**config.mk**
```make
export PLATFORM = sky130hd
export DESIGN_NAME = spi_master_arbiter
export DESIGN_NICKNAME = d
export VERILOG_FILES = /design/src/rtl/spi_arb_pkg.sv /design/src/rtl/spi_rr_pick.sv /design/src/rtl/spi_master_arbiter.sv
export SDC_FILE = /design/constraint.sdc
export NUM_CORES = 1
export LEC_CHECK = 0
export CORE_UTILIZATION = 41
export CTS_CLUSTER_SIZE = 20
export DETAILED_ROUTE_END_ITERATION = 10
export PLACE_DENSITY = 0.87
export SYNTH_ARGS = -nofsm -noshare
export SYNTH_HDL_FRONTEND = slang
export SYNTH_SLANG_ARGS = --single-unit
```
**constraint.sdc**
```tcl
create_clock -name clk -period 2.3 [get_ports clk]
set_clock_uncertainty 0.1 [all_clocks]
set_input_delay 0.345 -clock clk [delete_from_list [all_inputs] [get_ports clk]]
set_output_delay 0.345 -clock clk [all_outputs]
set_load 0.05 [all_outputs]
```
**src/rtl/spi_arb_pkg.sv**
```systemverilog
// Shared state encoding, default sizes and index helper for the SPI master arbiter.
package spi_arb_pkg;

  localparam int SPI_ARB_WIDTH_DEF = 8;
  localparam int SPI_ARB_NREQ_DEF  = 4;

  typedef enum logic [1:0] {
    IDLE  = 2'd0,
    START = 2'd1,
    WAIT  = 2'd2,
    RESP  = 2'd3
  } arb_state_e;

  // Requester index k positions after base, wrapping at n.
  function automatic int rr_offset(input int base, input int k, input int n);
    return (base + k) % n;
  endfunction

endpackage

```
**src/rtl/spi_rr_pick.sv**
```systemverilog
// Combinational round-robin picker: first requester at or after last_grant+1 wins.
module spi_rr_pick
  import spi_arb_pkg::*;
#(
  parameter int NREQ = SPI_ARB_NREQ_DEF
) (
  input  logic [NREQ-1:0]         req_valid,
  input  logic [$clog2(NREQ)-1:0] last_grant,
  output logic [$clog2(NREQ)-1:0] grant,
  output logic                    any_vld
);

  localparam int IDX_W = $clog2(NREQ);

  logic [IDX_W-1:0] idx_w;

  always_comb begin
    grant   = '0;
    any_vld = 1'b0;
    idx_w   = '0;
    // k=NREQ lands back on last_grant, so it is considered last.
    for (int k = 1; k <= NREQ; k++) begin
      idx_w = IDX_W'(rr_offset(32'(last_grant), k, NREQ));
      if (!any_vld && req_valid[idx_w]) begin
        grant   = idx_w;
        any_vld = 1'b1;
      end
    end
  end

endmodule

```
**src/rtl/spi_master_arbiter.sv**
```systemverilog
// Round-robin share of one SPI master among NREQ requesters: accept, start, wait for done, respond.
// Optional WAIT timeout with error response when SPI_ARB_TIMEOUT_EN is defined.
module spi_master_arbiter
  import spi_arb_pkg::*;
#(
  parameter int NREQ        = SPI_ARB_NREQ_DEF,
  parameter int WIDTH       = SPI_ARB_WIDTH_DEF,
  parameter int TIMEOUT_CYC = 1024
) (
  input  logic                    clk,
  input  logic                    rst,
  input  logic [NREQ-1:0]         req_valid,
  input  logic [NREQ*WIDTH-1:0]   req_data,
  output logic [NREQ-1:0]         req_ready,
  output logic [NREQ-1:0]         rsp_valid,
  output logic [WIDTH-1:0]        rsp_data,
  output logic                    rsp_err,
  output logic                    m_start,
  output logic [WIDTH-1:0]        m_data_in,
  input  logic                    m_done,
  input  logic [WIDTH-1:0]        m_data_out,
  output logic [NREQ-1:0]         cs_sel
);

  localparam int IDX_W = $clog2(NREQ);
  localparam logic [IDX_W-1:0] LAST_RST = IDX_W'(NREQ - 1);

  if (NREQ < 2 || NREQ > 8) begin : g_bad_nreq
    $error("spi_master_arbiter: NREQ must be 2..8");
  end
  if (TIMEOUT_CYC < 2) begin : g_bad_timeout
    $error("spi_master_arbiter: TIMEOUT_CYC must be at least 2");
  end

  arb_state_e       state_q, state_d;
  logic [IDX_W-1:0] grant_q, grant_d;
  logic [IDX_W-1:0] last_grant_q, last_grant_d;
  logic [NREQ-1:0]  req_ready_q, req_ready_d;
  logic [NREQ-1:0]  rsp_valid_q, rsp_valid_d;
  logic [WIDTH-1:0] rsp_data_q, rsp_data_d;
  logic             m_start_q, m_start_d;
  logic [WIDTH-1:0] m_data_in_q, m_data_in_d;
  logic [NREQ-1:0]  cs_sel_q, cs_sel_d;

  logic [IDX_W-1:0] pick_grant;
  logic             pick_any;
  logic [NREQ-1:0]  pick_oh;
  logic [NREQ-1:0]  grant_oh;
  logic             tmo_fire;
  logic [WIDTH-1:0] req_word [NREQ];

  for (genvar i = 0; i < NREQ; i++) begin : g_word
    assign req_word[i] = req_data[i*WIDTH +: WIDTH];
  end

  spi_rr_pick #(
    .NREQ(NREQ)
  ) u_pick (
    .req_valid (req_valid),
    .last_grant(last_grant_q),
    .grant     (pick_grant),
    .any_vld   (pick_any)
  );

  assign pick_oh  = NREQ'(1) << pick_grant;
  assign grant_oh = NREQ'(1) << grant_q;

`ifdef SPI_ARB_TIMEOUT_EN
  localparam int CNT_W = $clog2(TIMEOUT_CYC);
  localparam logic [CNT_W-1:0] TMO_LAST = CNT_W'(TIMEOUT_CYC - 1);

  logic [CNT_W-1:0] tmo_cnt_q, tmo_cnt_d;
  logic             rsp_err_q, rsp_err_d;
  logic             tmo_hit;

  assign tmo_hit  = (tmo_cnt_q == TMO_LAST);
  assign tmo_fire = (state_q == WAIT) && tmo_hit;

  // Counting starts once the master has seen m_start, not in the start cycle itself.
  always_comb begin
    tmo_cnt_d = tmo_cnt_q;
    rsp_err_d = rsp_err_q;
    if (state_q == START) begin
      tmo_cnt_d = '0;
    end else if (state_q == WAIT) begin
      if (m_done || tmo_hit) begin
        rsp_err_d = !m_done;
      end else if (!m_start_q) begin
        tmo_cnt_d = tmo_cnt_q + 1'b1;
      end
    end
  end

  always_ff @(posedge clk or posedge rst) begin
    if (rst) begin
      tmo_cnt_q <= '0;
      rsp_err_q <= 1'b0;
    end else begin
      tmo_cnt_q <= tmo_cnt_d;
      rsp_err_q <= rsp_err_d;
    end
  end

  assign rsp_err = rsp_err_q;
`else
  assign tmo_fire = 1'b0;
  assign rsp_err  = 1'b0;
`endif

  always_comb begin
    state_d      = state_q;
    grant_d      = grant_q;
    last_grant_d = last_grant_q;
    req_ready_d  = '0;
    rsp_valid_d  = '0;
    rsp_data_d   = rsp_data_q;
    m_start_d    = 1'b0;
    m_data_in_d  = m_data_in_q;
    cs_sel_d     = cs_sel_q;
    unique case (state_q)
      IDLE: begin
        if (pick_any) begin
          grant_d     = pick_grant;
          m_data_in_d = req_word[pick_grant];
          req_ready_d = pick_oh;
          cs_sel_d    = pick_oh;
          state_d     = START;
        end
      end
      START: begin
        m_start_d = 1'b1;
        state_d   = WAIT;
      end
      WAIT: begin
        // Response is registered here so rsp_valid shows in the cycle after m_done.
        if (m_done || tmo_fire) begin
          rsp_valid_d = grant_oh;
          rsp_data_d  = m_done ? m_data_out : '0;
          state_d     = RESP;
        end
      end
      RESP: begin
        last_grant_d = grant_q;
        cs_sel_d     = '0;
        state_d      = IDLE;
      end
      default: state_d = IDLE;
    endcase
  end

  always_ff @(posedge clk or posedge rst) begin
    if (rst) begin
      state_q      <= IDLE;
      grant_q      <= '0;
      last_grant_q <= LAST_RST;
      req_ready_q  <= '0;
      rsp_valid_q  <= '0;
      rsp_data_q   <= '0;
      m_start_q    <= 1'b0;
      m_data_in_q  <= '0;
      cs_sel_q     <= '0;
    end else begin
      state_q      <= state_d;
      grant_q      <= grant_d;
      last_grant_q <= last_grant_d;
      req_ready_q  <= req_ready_d;
      rsp_valid_q  <= rsp_valid_d;
      rsp_data_q   <= rsp_data_d;
      m_start_q    <= m_start_d;
      m_data_in_q  <= m_data_in_d;
      cs_sel_q     <= cs_sel_d;
    end
  end

  assign req_ready = req_ready_q;
  assign rsp_valid = rsp_valid_q;
  assign rsp_data  = rsp_data_q;
  assign m_start   = m_start_q;
  assign m_data_in = m_data_in_q;
  assign cs_sel    = cs_sel_q;

endmodule

```
After elaboration in Yosys (flattened, before gate mapping). Cells that the tools add are included.

Equality and inequality tests: 5. Multiply operators: 0. Magnitude comparators: 5. Shift-type cells: 2. Div/mod/pow operators: 0. Reductions and logical operators: 12. Bitwise operators: 1. Multiplexer cells: 29. Add/subtract/negate cells: 4.

Operators with widths (count): two-way mux 4 bit (5); binary-select mux 8 bit (select 2 bit) (1); two-way mux 8 bit (2); less-than comparator 2 x 3 -> 1 bit, second input constant (4); two-way mux 2 bit (6); two-way mux 1 bit (9); binary-select mux 1 bit (select 2 bit) (4); case mux 2 bit (4 select lines) (1); case mux 4 bit (2 select lines) (1); AND reduction 2 bit (4); << shifter 1 x 2 -> 4 bit, first input constant (2); adder 2 x 1 -> 2 bit, second input constant (2); adder 2 bit, second input constant (2); == test 2 bit, second input constant (2); inequality test 2 bit, second input constant (2); greater-or-equal comparator 3 bit, second input constant (1); logical AND 1 bit (3); zero test 1 bit (3); NOT 2 -> 3 bit (1); == test 2 x 1 -> 1 bit, second input constant (1); zero test 2 bit (1); nonzero test 2 bit (1).

Memory bits (writable): 0. Memories kept: 0. Flip-flop bits (word level): 35. Bits in latches: 0. Logic and storage cells: 67. Input port bits: 47. Bits in read-only memories: 0.

Longest topological paths before layout. Gate-level depths: netlist (run 1).

Word-level depth: 17. Depth in mapped cells: 8. Gate-level depth less buffers: 6.

By module. Synthesis (run 1) repeated with hierarchy kept, for this count alone.

Cells, all modules: 147. Area, all modules: 1725.4 um^2.

Modules (own cells, without submodules): spi_master_arbiter (seq. area each 878.3 um^2, area each 1634.1 um^2, cells each 133, times used 1); spi_rr_pick (seq. area each 0.0 um^2, area each 91.3 um^2, cells each 14, times used 1).

Worst setup path before layout (run 1). OpenSTA, ideal clock, no wires.

Path type: reg-to-reg. Start: register last_grant_q[1]. End: register m_data_in_q[0] (netlist: m_data_in[0]). Path buffers: 3. Data required time: 2.062 ns. Cell stages (with the launch flop): 9. Arrival: 1.589 ns. Slack: 0.474 ns. Period minus slack after synthesis: 1.826 ns. Library setup time: 0.138 ns. Path through: dfstp_2 buf_4 mux2i_1 o22ai_1 a21o_1 buf_6 buf_12 a211oi_2 a211oi_1.

Cells in the longest elaborated chain, start to end: 17. Elaborated cells on any way between the ends: 31.

RTL lines: start, declared (RTL line spi_master_arbiter.sv:37) `logic [IDX_W-1:0] last_grant_q, last_grant_d;`; start signal, assigned (RTL line spi_master_arbiter.sv:165) `last_grant_q <= last_grant_d;`; adder 2 x 1 -> 2 bit (RTL line spi_arb_pkg.sv:16) `return (base + k) % n;`; binary-select mux 1 bit (select 2 bit) (RTL line spi_rr_pick.sv:24) `if (!any_vld && req_valid[idx_w]) begin`; two-way mux 1 bit (not written as such) (RTL line spi_rr_pick.sv:24); two-way mux 1 bit (RTL line spi_rr_pick.sv:24); zero test 1 bit (RTL line spi_rr_pick.sv:24); logical AND 1 bit (RTL line spi_rr_pick.sv:24); two-way mux 1 bit (RTL line spi_rr_pick.sv:24); zero test 1 bit (RTL line spi_rr_pick.sv:24); logical AND 1 bit (RTL line spi_rr_pick.sv:24); two-way mux 1 bit (RTL line spi_rr_pick.sv:24); zero test 1 bit (RTL line spi_rr_pick.sv:24); logical AND 1 bit (RTL line spi_rr_pick.sv:24); two-way mux 2 bit (RTL line spi_rr_pick.sv:24); NOT 2 -> 3 bit (not written as such) (RTL line spi_master_arbiter.sv:124) `m_data_in_d = req_word[pick_grant];`; binary-select mux 8 bit (select 2 bit) (RTL line spi_master_arbiter.sv:124); two-way mux 8 bit (not written as such) (2 in a row) (RTL line spi_master_arbiter.sv:124); end signal, assigned (RTL line spi_master_arbiter.sv:170) `m_data_in_q <= m_data_in_d;`; end, declared (RTL line spi_master_arbiter.sv:42) `logic [WIDTH-1:0] m_data_in_q, m_data_in_d;`.

Several ways; a longest one is shown, not always the timed one. The select of a mux whose other input is x is not followed. A chain may end at the register's enable or synchronous reset.

Worst setup path in the final report (run 1).
Start: input port req_valid[1]. End: register m_data_in_q[4] (netlist: m_data_in[4]).

Cells in the longest elaborated chain, start to end: 16. Elaborated cells on any way between the ends: 27.

RTL lines: start, declared (RTL line spi_master_arbiter.sv:12) `input logic [NREQ-1:0] req_valid,`; binary-select mux 1 bit (select 2 bit) (RTL line spi_rr_pick.sv:24); two-way mux 1 bit (not written as such) (RTL line spi_rr_pick.sv:24); two-way mux 1 bit (RTL line spi_rr_pick.sv:24); zero test 1 bit (RTL line spi_rr_pick.sv:24); logical AND 1 bit (RTL line spi_rr_pick.sv:24); two-way mux 1 bit (RTL line spi_rr_pick.sv:24); zero test 1 bit (RTL line spi_rr_pick.sv:24); logical AND 1 bit (RTL line spi_rr_pick.sv:24); two-way mux 1 bit (RTL line spi_rr_pick.sv:24); zero test 1 bit (RTL line spi_rr_pick.sv:24); logical AND 1 bit (RTL line spi_rr_pick.sv:24); two-way mux 2 bit (RTL line spi_rr_pick.sv:24); NOT 2 -> 3 bit (not written as such) (RTL line spi_master_arbiter.sv:124); binary-select mux 8 bit (select 2 bit) (RTL line spi_master_arbiter.sv:124); two-way mux 8 bit (not written as such) (2 in a row) (RTL line spi_master_arbiter.sv:124).

Several ways; a longest one is shown, not always the timed one. The select of a mux whose other input is x is not followed.

==> impl_summary.log, run 1 <==
INFO  metric status = finished, final reports clean
INFO  metric critical_path.max_fanout = 10
INFO  metric switchingPower = 0.00170 W
INFO  metric cpPeakStageDelay = 0.50 ns
INFO  metric crit_path_cell_trace = clkdlybuf4s50_1 > nor2_2 > o22ai_1 > or4b_1 > buf_4 > a211oi_2 > a211oi_1
INFO  metric synth-xor-area-share = 0%
INFO  metric fin_max_slew_vios = 0
INFO  metric numClockSinks = 35
INFO  metric first_pass_iters = 4
INFO  metric post_cts_hold_buffer_count = 0
INFO  metric track_usage = 19.9%
INFO  metric grt_start_max_net_pins = 36
INFO  metric finalHoldViolations = 0
INFO  metric area_growth_syn_to_layout = 50.1%
INFO  metric yosysWarnings = 0
INFO  metric n_antenna_cell = 0
INFO  metric cell_internal_pwr = 0.00193 W
INFO  metric later_pin_clock_latency_in_the_skew_report = 0.28 ns
INFO  metric cts_inserted_buffers = 5
INFO  metric place.port_buffers = 75
INFO  metric cts_setup_buffers = 0
INFO  metric drive_above_1_share = 16.4%
INFO  metric floorplan.initialDensity = 44.1%
INFO  metric route.antenna.remaining_nets = 0
INFO  metric via_to_cell_ratio = 5.13
INFO  metric drt-wirelength-per-cell = 14.5 um
INFO  metric synth-simple-area-share = 10.5%
INFO  metric hpwl = 3.33 mm
INFO  metric core.rowCount = 23
INFO  metric timing.critical_path.from_type = input pin
INFO  metric fillerInstances = 324
INFO  metric placed_cells_incl_taps = 293
INFO  metric power.density_cell_area = 1330 nW/um^2
INFO  metric ctsResizeCount = 0
INFO  metric synth_async_sr_flop_share = 100%
INFO  metric synth_compound_gate_area_share = 19.3%
INFO  metric layout_min_cycle_time = 2.04 ns
INFO  metric critical_path.endpoint_type = flop
INFO  metric cap_violations = 0
INFO  metric fmax = 0.489 GHz
INFO  metric cts.root.buffer_cell = clkbuf_8
INFO  metric static-leakage-power = 1.18 nW
INFO  metric edff_count_synth = 0
INFO  metric finalNonFillerCells = 300
INFO  metric timing.hold.ws = 0.363 ns
INFO  metric post-synth-top-count-cell = dfrtp_1
INFO  metric syn-mean-instance-area = 10.9 um^2
INFO  metric synth_top_family_by_area = compound AO/OA/AOI/OAI gates
INFO  metric worst-setup-path-type = in2reg
INFO  metric unrepaired_setup_endpoints_after_global_routing = false
INFO  metric postSynthCellCount = 166
INFO  metric fin_nets = 302
INFO  metric muxShareOfSynthArea = 11.2%
INFO  metric clockBufferDepth = 2
INFO  metric drc_violations_left = 0
INFO  metric slowest_stage_cell_crit_path = clkdlybuf4s50_1
INFO  metric wl = 4.34 mm
INFO  metric core_area = 4120 um^2
INFO  metric worst_pin_slew = 0.513 ns
INFO  metric synth_top_flop_cell = dfrtp_1
INFO  metric dr.first_iter.drc_count = 82
INFO  metric ios = 77
INFO  metric cts_htree_levels = 2
INFO  metric pwr-share-seq = 28.8%
INFO  metric count_of_different_cell_masters_after_synthesis = 36
INFO  metric power.share.clock = 11.6%
INFO  metric slew_headroom = 65.7%
INFO  metric timing.critical_path.required = 2.34 ns
INFO  metric postSynthRegisterBits = 35
INFO  metric synth_fp_nets = 218
INFO  metric synth.area.top_cells = dfrtp_1 (46%), a211oi_1 (7.0%), mux2_2 (6.2%), a211oi_2 (5.5%), mux2i_1 (5.0%)
INFO  metric synth_largest_type_area_fraction = 45.5%
INFO  metric grt_overflow_total = 0
INFO  metric fp.dieH = 68.5 um
INFO  metric combPwrFrac = 59.6%
INFO  metric grt_pass1_wl = 6.78 mm
INFO  metric tritoncts = yes
INFO  metric route.vias.total = 1540
INFO  metric synth-adder-area-share = 3.45%
INFO  metric via_count_of_the_first_global_routing_pass = 1487
INFO  metric reg_to_reg_slack_setup = 0.33 ns
INFO  metric die_w = 68.5 um
INFO  metric worst_setup_hold_path_clk_slew = 0.07 ns
INFO  metric peakVddDrop = 0.626 mV
INFO  metric synthesis.area = 1810 um^2
INFO  metric setup_viol = 0
INFO  metric synth_seq_area_share = 48.4%
INFO  metric overall_die_area = 4690 um^2
INFO  metric grt_antenna_before_repair = 0
INFO  metric worstPathArrival = 2.08 ns
INFO  metric synth_area_leader_cell = dfrtp_1
INFO  metric gp_congestion = 0.875
INFO  metric final_min_period_over_clock_period = 88.9%
INFO  metric synth.top_cells.by_count = dfrtp_1 (33), a211oi_1 (17), nor2_1 (17), inv_1 (14), mux2_2 (10)
INFO  metric hold_crit_class = in2async
INFO  metric power.share.switching = 46.9%
==> per-stage QoR <==
| stage | util, % | TNS (ns) | setup WS, ns | power, W | area (um^2) |
|---|---|---|---|---|---|
| floorplan | - | 0 | 0.474 | 0.00254 | 1810 |
| global placement | 64.2 | 0 | 0.0325 | 0.00318 | 2640 |
| finish | 66.2 | 0 | 0.255 | 0.00363 | 2720 |
| detailed placement | 64.2 | -0.133 | -0.0300 | 0.00323 | 2640 |
| CTS | 66.2 | 0 | 0.267 | 0.00366 | 2720 |
| global route | 66.2 | 0 | 0.159 | 0.00387 | 2720 |
==> critical path: cells and delay by family <==
family / cells / cell delay (ns)
AND/OR/NAND/NOR: 2 / 0.68
buffers and inverters: 2 / 0.70
AO/OA/AOI/OAI: 3 / 0.36
==> state kept, by name (all words and copies together) (netlist names) <==
name and cells:
cs_sel 4, grant_q 2, last_grant_q 2, m_data_in 8, m_start 1, req_ready 4
rsp_data 8, rsp_valid 4, state_q 2
==> final cells by class <==
class / count / area (um^2) / share of cell area [%]
flip-flops and latches: 35 / 878 / 32.2
inverters: 16 / 60.1 / 2.20
well taps: 50 / 62.6 / 2.30
clock buffers: 5 / 68.8 / 2.53
clock inverters: 2 / 13.8 / 0.505
multi-input cells: 108 / 810 / 29.7
repair buffers: 84 / 831 / 30.5
==> path summary, 6_finish.rpt <==
| check | start | end | cells past startpoint |
|---|---|---|---|
| hold reg to reg | grant_q[1]$_DFFE_PP0P_ | rsp_valid[1]$_DFF_PP0_ | 1 |
| min in group clk | grant_q[1]$_DFFE_PP0P_ | rsp_valid[1]$_DFF_PP0_ | 1 |
| setup reg to reg | state_q[1]$_DFFE_PP0P_ | m_data_in[4]$_DFFE_PP0P_ | 6 |
| setup / recovery | req_valid[1] | m_data_in[4]$_DFFE_PP0P_ | 7 |
| hold / removal | rst | req_ready[3]$_DFF_PP0_ | 3 |
| max in group asynchronous | rst | last_grant_q[0]$_DFFE_PP1P_ | 3 |
==> power groups by stage <==
stage	registers, W	clock network, W	logic, W
4_1_cts	0.00105	0.000435	0.00218
5_1_grt	0.00108	0.000474	0.00231
3_5_place_dp	0.00106	0	0.00217
2_1_floorplan	0.00172	0	0.000819
3_3_place_gp	0.00104	0	0.00214
6_report	0.00105	0.000421	0.00216
==> layer usage <==
metal	vias to the layer above	wire (um)	track usage, %
li1	761	-	-
met1	732	1750	23.0
met2	42	2260	34.7
met3	5	284	5.26
met4	0	49	8.33
met5	-	0	0
==> placed cells by master, fill, tap and decap left out <==
| cell | instances |
|---|---|
| clkdlybuf4s50_1 | 75 |
| dfrtp_1 | 33 |
| nor2_1 | 17 |
| a211oi_1 | 17 |
| inv_1 | 14 |
| mux2_2 | 10 |
| mux2i_1 | 9 |
| nand2_1 | 8 |
| a211oi_2 | 8 |
| buf_4 | 8 |
| o21ai_0 | 7 |
| ha_1 | 5 |
| clkbuf_8 | 5 |
| nor3_1 | 4 |
| nand2b_1 | 3 |
| o22ai_1 | 2 |
| a21oi_1 | 2 |
| nor2_2 | 2 |
| o31ai_1 | 2 |
| dfstp_2 | 2 |
| o41ai_1 | 1 |
| a21boi_0 | 1 |
| and3_1 | 1 |
| o32a_1 | 1 |
| inv_2 | 1 |
| or4b_1 | 1 |
| nand3_1 | 1 |
| clkinv_1 | 1 |
| nor2b_2 | 1 |
| o21ai_4 | 1 |
| a21o_1 | 1 |
| nor2b_1 | 1 |
| nand4b_1 | 1 |
| conb_1 | 1 |
| clkinv_2 | 1 |
| clkinv_4 | 1 |
| buf_12 | 1 |
==> cell families (layout without fill, tap and decap cells) <==
family | count (synthesis) | count (layout)
AO/OA/AOI/OAI | 43 | 43
adder cells (fa/ha/maj) | 5 | 5
buffers and inverters | 23 | 107
flip-flops | 35 | 35
multiplexers | 19 | 19
other | 1 | 1
AND/OR/NAND/NOR | 40 | 40
Note: power is estimated with default switching activity, not from simulation.
==> run 2, diff against run 1 <==
--- a/config.mk
+++ b/config.mk
@@ -6,6 +6,7 @@
 export NUM_CORES = 1
 export LEC_CHECK = 0
 export CORE_UTILIZATION = 41
+export CTS_BUF_LIST = sky130_fd_sc_hd__clkbuf_2
 export CTS_CLUSTER_SIZE = 20
 export DETAILED_ROUTE_END_ITERATION = 10
 export PLACE_DENSITY = 0.87
==> impl_summary.log, run 2 (synthesis gave the netlist of run 1 again) <==
INFO  metric critical_path.endpoint_type = output port
INFO  metric finalHoldViolations = 0
INFO  metric fillerInstances = 333
INFO  metric grt_overflow_total = 0
INFO  metric p_total = 0.00348 W
INFO  metric reg_to_reg_slack_setup = 0.31 ns
INFO  metric overall_die_area = 4690 um^2
INFO  metric rr_endpoint = m_data_in[4]$_DFFE_PP0P_
INFO  metric core.rowCount = 23
INFO  metric status = finished, final reports clean
INFO  metric fmax = 0.492 GHz
INFO  metric slowest_stage_cell_crit_path = clkdlybuf4s50_1
INFO  metric first_pass_iters = 4
INFO  metric commonest_non_fill_non_tap_cells_in_the_layout = clkdlybuf4s50_1 (75), dfrtp_1 (33), nor2_1 (17), a211oi_1 (17), inv_1 (14)
INFO  metric cts.root.buffer_cell = clkbuf_2
INFO  metric setup_viol = 0
INFO  metric fin_max_slew_vios = 0
INFO  metric wl = 4.33 mm
INFO  metric place_area = 2640 um^2
INFO  metric gp_congestion = 0.875
INFO  metric ff2ff_path_depth = 6
INFO  metric via_count_of_the_first_global_routing_pass = 1485
INFO  metric worst-setup-path-type = reg2out
INFO  metric hold_crit_class = in2async
INFO  metric slew_headroom = 65.7%
INFO  metric area_growth_syn_to_layout = 47.7%
INFO  metric critical_path.reg2reg.startpoint = state_q[1]$_DFFE_PP0P_
INFO  metric worst_pin_slew = 0.513 ns
INFO  metric grt_start_max_net_pins = 36
INFO  metric hpwl = 3.33 mm
INFO  metric place.port_buffers = 75
INFO  metric route.antenna.remaining_nets = 0
INFO  metric cts_htree_levels = 2
INFO  metric ff_latch_area = 878 um^2
INFO  metric ctsResizeCount = 0
INFO  metric n_antenna_cell = 0
INFO  metric clockBufferDepth = 2
INFO  metric timing.critical_path.required = 1.86 ns
INFO  metric cts_setup_buffers = 0
INFO  metric timing.critical_path.from_type = flop
INFO  metric drt-wirelength-per-cell = 14.4 um
INFO  metric grt_pass1_wl = 6.75 mm
INFO  metric die_w = 68.5 um
INFO  metric route.vias.total = 1545
INFO  metric layout_min_cycle_time = 2.03 ns
INFO  metric fin_nets = 302
INFO  metric track_usage = 19.8%
INFO  metric setup_tns = 0 ns
INFO  metric fp.dieH = 68.5 um
INFO  metric worst_setup_hold_path_clk_slew = 0.19 ns
INFO  metric layout_commonest_cell = clkdlybuf4s50_1
INFO  metric later_pin_clock_latency_in_the_skew_report = 0.37 ns
INFO  metric cpPeakStageDelay = 0.81 ns
INFO  metric static-leakage-power = 1.16 nW
INFO  metric numClockSinks = 35
INFO  metric floorplan.initialDensity = 44.1%
INFO  metric grt_antenna_before_repair = 0
INFO  metric ios = 77
INFO  metric unrepaired_setup_endpoints_after_global_routing = false
INFO  metric dr.first_iter.drc_count = 80
INFO  metric worstPathArrival = 1.59 ns
INFO  metric peakVddDrop = 0.605 mV
INFO  metric multiInputGateArea = 810 um^2
INFO  metric final_min_period_over_clock_period = 88.3%
INFO  metric critical_path.max_fanout = 2
INFO  metric power.density_cell_area = 1300 nW/um^2
INFO  metric core_area = 4120 um^2
INFO  metric drc_violations_left = 0
INFO  metric critical_path.n_buffers_inverters = 1
INFO  metric delay_heaviest_family_cp = buffers and inverters
INFO  metric via_to_cell_ratio = 5.15
INFO  metric cp.depth = 1
INFO  metric cts_inserted_buffers = 5
INFO  metric post_cts_hold_buffer_count = 0
INFO  metric finish.instance_area = 2680 um^2
INFO  metric drive_above_1_share = 16.4%
INFO  metric tritoncts = yes
INFO  metric cap_violations = 0
INFO  metric crit_path_cell_trace = clkdlybuf4s50_1
==> run 2: changes by cell type in the layout (fill, tap and decap cells not counted) <==
| cell | change |
|---|---|
| clkbuf_8 | -5 |
| clkbuf_2 | +5 |
==> run 2: through the flow <==
stage / worst slack [ns] / utilization (%) / cells / hold WS, ns
final: 0.269 / 65.1 / 300 / 0.246
after global routing: 0.163 / 65.1 / 300 / 0.237
after CTS: 0.238 / 65.1 / 300 / 0.239
after detailed placement: -0.0300 / 64.2 / 293 / 0.392
after global placement: 0.0325 / 64.2 / 293 / 0.386
after floorplan: 0.474 / - / 166 / 0.340
==> run 2: worst max-delay path by stage <==
| stage | from | endpoint |
|---|---|---|
| after floorplan | last_grant_q[1]$_DFFE_PP1P_ | m_data_in[0]$_DFFE_PP0P_ |
| after global placement | req_valid[1] | m_data_in[4]$_DFFE_PP0P_ |
| after detailed placement | req_valid[1] | m_data_in[4]$_DFFE_PP0P_ |
| after CTS | cs_sel[2]$_DFFE_PP0P_ | cs_sel[2] |
| after global routing | rsp_data[6]$_DFFE_PP0P_ | rsp_data[6] |
| final | cs_sel[2]$_DFFE_PP0P_ | cs_sel[2] |
==> run 2: final cells by class <==
cell class              instances  share of cell area (%)
inverters                      16                    2.24
clock inverters                 2                   0.514
flip-flops and latches         35                    32.8
well taps                      50                    2.33
repair buffers                 84                    31.0
clock buffers                   5                   0.934
multi-input cells             108                    30.2
==> run 2: where the power goes <==
| group | leakage, nW | switching (W) | internal, W |
|---|---|---|---|
| Combinational | 0.706 | 0.00133 | 0.000833 |
| Sequential | 0.428 | 0.000157 | 0.000883 |
| Clock | 0.0288 | 0.000206 | 0.0000696 |
==> run 2: per-layer routing <==
| metal | wire [um] | global-route usage [%] |
|---|---|---|
| met4 | 20 | 5.99 |
| met1 | 1710 | 22.8 |
| met3 | 336 | 6.74 |
| met5 | 0 | 0 |
| met2 | 2270 | 34.6 |
==> run 3, diff against run 2 <==
--- a/config.mk
+++ b/config.mk
@@ -9,7 +9,8 @@
 export CTS_BUF_LIST = sky130_fd_sc_hd__clkbuf_2
 export CTS_CLUSTER_SIZE = 20
 export DETAILED_ROUTE_END_ITERATION = 10
-export PLACE_DENSITY = 0.87
+export DONT_BUFFER_PORTS = 1
+export PLACE_DENSITY = 0.64
 export SYNTH_ARGS = -nofsm -noshare
 export SYNTH_HDL_FRONTEND = slang
 export SYNTH_SLANG_ARGS = --single-unit
==> impl_summary.log, run 3 (synthesis gave the netlist of run 1 again) <==
INFO  metric via_to_cell_ratio = 5.66
INFO  metric later_pin_clock_latency_in_the_skew_report = 0.40 ns
INFO  metric ff2ff_path_depth = 5
INFO  metric drt-wirelength-per-cell = 17.6 um
INFO  metric clockBufferDepth = 2
INFO  metric grt_pass1_wl = 6.06 mm
INFO  metric die_w = 68.5 um
INFO  metric n_antenna_cell = 0
INFO  metric numClockSinks = 35
INFO  metric grt_antenna_before_repair = 0
INFO  metric cpPeakStageDelay = 0.74 ns
INFO  metric core.rowCount = 23
INFO  metric layout_min_cycle_time = 2.18 ns
INFO  metric slew_headroom = 63.6%
INFO  metric floorplan.initialDensity = 44.1%
INFO  metric fmax = 0.458 GHz
INFO  metric area_growth_syn_to_layout = 11.2%
INFO  metric static-leakage-power = 0.906 nW
INFO  metric slowest_stage_cell_crit_path = or4b_1
INFO  metric power.share.switching = 52.8%
INFO  metric peakVddDrop = 0.501 mV
INFO  metric fin_max_slew_vios = 0
INFO  metric cts_htree_levels = 2
INFO  metric gp_congestion = 0.767
INFO  metric setup_viol = 0
INFO  metric wl = 4.07 mm
INFO  metric ios = 77
INFO  metric dr.first_iter.drc_count = 73
INFO  metric combPwrFrac = 30.3%
INFO  metric timing.critical_path.required = 2.45 ns
INFO  metric critical_path.max_fanout = 10
INFO  metric p_total = 0.00312 W
INFO  metric fp.dieH = 68.5 um
INFO  metric fillerInstances = 380
INFO  metric power.density_cell_area = 1550 nW/um^2
INFO  metric critical_path.endpoint_type = flop
INFO  metric via_count_of_the_first_global_routing_pass = 1271
INFO  metric switchingPower = 0.00165 W
INFO  metric commonest_non_fill_non_tap_cells_in_the_layout = dfrtp_1 (33), nor2_1 (17), a211oi_1 (17)
INFO  metric core_area = 4120 um^2
INFO  metric worstPathArrival = 2.33 ns
INFO  metric setup_tns = 0 ns
INFO  metric layout_commonest_cell = dfrtp_1
INFO  metric final_min_period_over_clock_period = 94.9%
INFO  metric track_usage = 18.2%
INFO  metric drc_violations_left = 0
INFO  metric cts_inserted_buffers = 5
INFO  metric place.port_buffers = 0
INFO  metric power.share.clock = 12.9%
INFO  metric worst-setup-path-type = reg2reg
INFO  metric pwr-share-seq = 56.8%
INFO  metric hold-path-cell-count = 2
INFO  metric grt_overflow_total = 0
INFO  metric crit_path_cell_trace = inv_1 > ha_1 > or4b_1 > a211oi_2 > a211oi_1
INFO  metric fin_nets = 233
INFO  metric tritoncts = yes
INFO  metric drive_above_1_share = 21.4%
INFO  metric route.vias.total = 1314
INFO  metric hpwl = 2.92 mm
INFO  metric route.antenna.remaining_nets = 0
INFO  metric finalHoldViolations = 0
INFO  metric grt_start_max_net_pins = 36
INFO  metric worst_pin_slew = 0.545 ns
INFO  metric cap_violations = 0
INFO  metric first_pass_iters = 4
INFO  metric cell_internal_pwr = 0.00147 W
INFO  metric unrepaired_setup_endpoints_after_global_routing = false
INFO  metric timing.critical_path.from_type = flop
INFO  metric status = finished, final reports clean
INFO  metric hold_crit_class = in2reg
INFO  metric overall_die_area = 4690 um^2
INFO  metric cts.root.buffer_cell = clkbuf_2
INFO  metric worst_setup_hold_path_clk_slew = 0.20 ns
[run 3: changes by cell type in the layout (fill, tap and decap cells not counted)]
cell	previous run	this run
a21o_2	0	1
bufinv_16	0	1
dlygate4sd3_1	0	10
clkdlybuf4s50_1	75	0
buf_12	1	0
buf_4	8	5
a21o_1	1	0
[run 3: stage by stage]
step | cells | utilization (%) | setup slack, ns | area (um^2) | hold slack [ns]
global placement | 214 | 44.9 | 0.195 | 1850 | 0.255
global route | 232 | 49.0 | 0.0170 | 2020 | 0.00909
detailed placement | 214 | 44.9 | 0.0595 | 1850 | 0.264
CTS | 232 | 49.0 | 0.0224 | 2020 | 0.0266
floorplan | 166 | - | 0.474 | 1810 | 0.340
finish | 232 | 49.0 | 0.118 | 2020 | 0.0403
[run 3: path summary, 6_finish.rpt]
kind / startpoint / slack (ns) / end
max: state_q[1]$_DFFE_PP0P_ / 0.12 / m_data_in[5]$_DFFE_PP0P_
min: req_data[4] / 0.04 / m_data_in[4]$_DFFE_PP0P_
max reg2reg: state_q[1]$_DFFE_PP0P_ / 0.12 / m_data_in[5]$_DFFE_PP0P_
min reg2reg: grant_q[1]$_DFFE_PP0P_ / 0.44 / rsp_valid[1]$_DFF_PP0_
max in group asynchronous: rst / 1.36 / last_grant_q[1]$_DFFE_PP1P_
min in group asynchronous: rst / 0.35 / m_data_in[4]$_DFFE_PP0P_
[run 3: metal layers]
metal	global-route usage, %	wire length, um	vias to the layer above
li1	-	-	613
met1	20.9	1660	635
met2	28.7	1950	59
met3	9.05	428	7
met4	7.29	40	0
met5	0	0	-
[run 3: power by group through the flow]
stage	Clock [W]	Combinational, W	Sequential [W]
finish	0.000403	0.000945	0.00177
global route	0.000449	0.00105	0.00182
CTS	0.000416	0.000954	0.00177
global placement	0	0.000886	0.00178
floorplan	0	0.000819	0.00172
detailed placement	0	0.000938	0.00179
[run 3: worst max-delay path, delay by kind of cell, from the launching register on]
kind,cells,cell delay [ns]
AND/OR/NAND/NOR,1,0.74
buffers and inverters,1,0.13
AO/OA/AOI/OAI,2,0.34
flip-flops,1,0.45
adder cells (fa/ha/maj),1,0.27
[run 3: area by class of cell]
cell class / count / area (um^2) / share of cell area [%]
repair buffers: 15 / 138 / 6.82
clock inverters: 3 / 43.8 / 2.17
clock buffers: 5 / 25.0 / 1.24
inverters: 16 / 60.1 / 2.98
multi-input cells: 108 / 811 / 40.2
flip-flops and latches: 35 / 878 / 43.5
well taps: 50 / 62.6 / 3.10
[run 3: repair_timing]
action,4_1_cts,5_1_grt
setup buffers,0,0
endpoints found under the hold margin,43,0
gates resized for setup,0,1
setup endpoints to repair,0,8
hold buffers,10,0
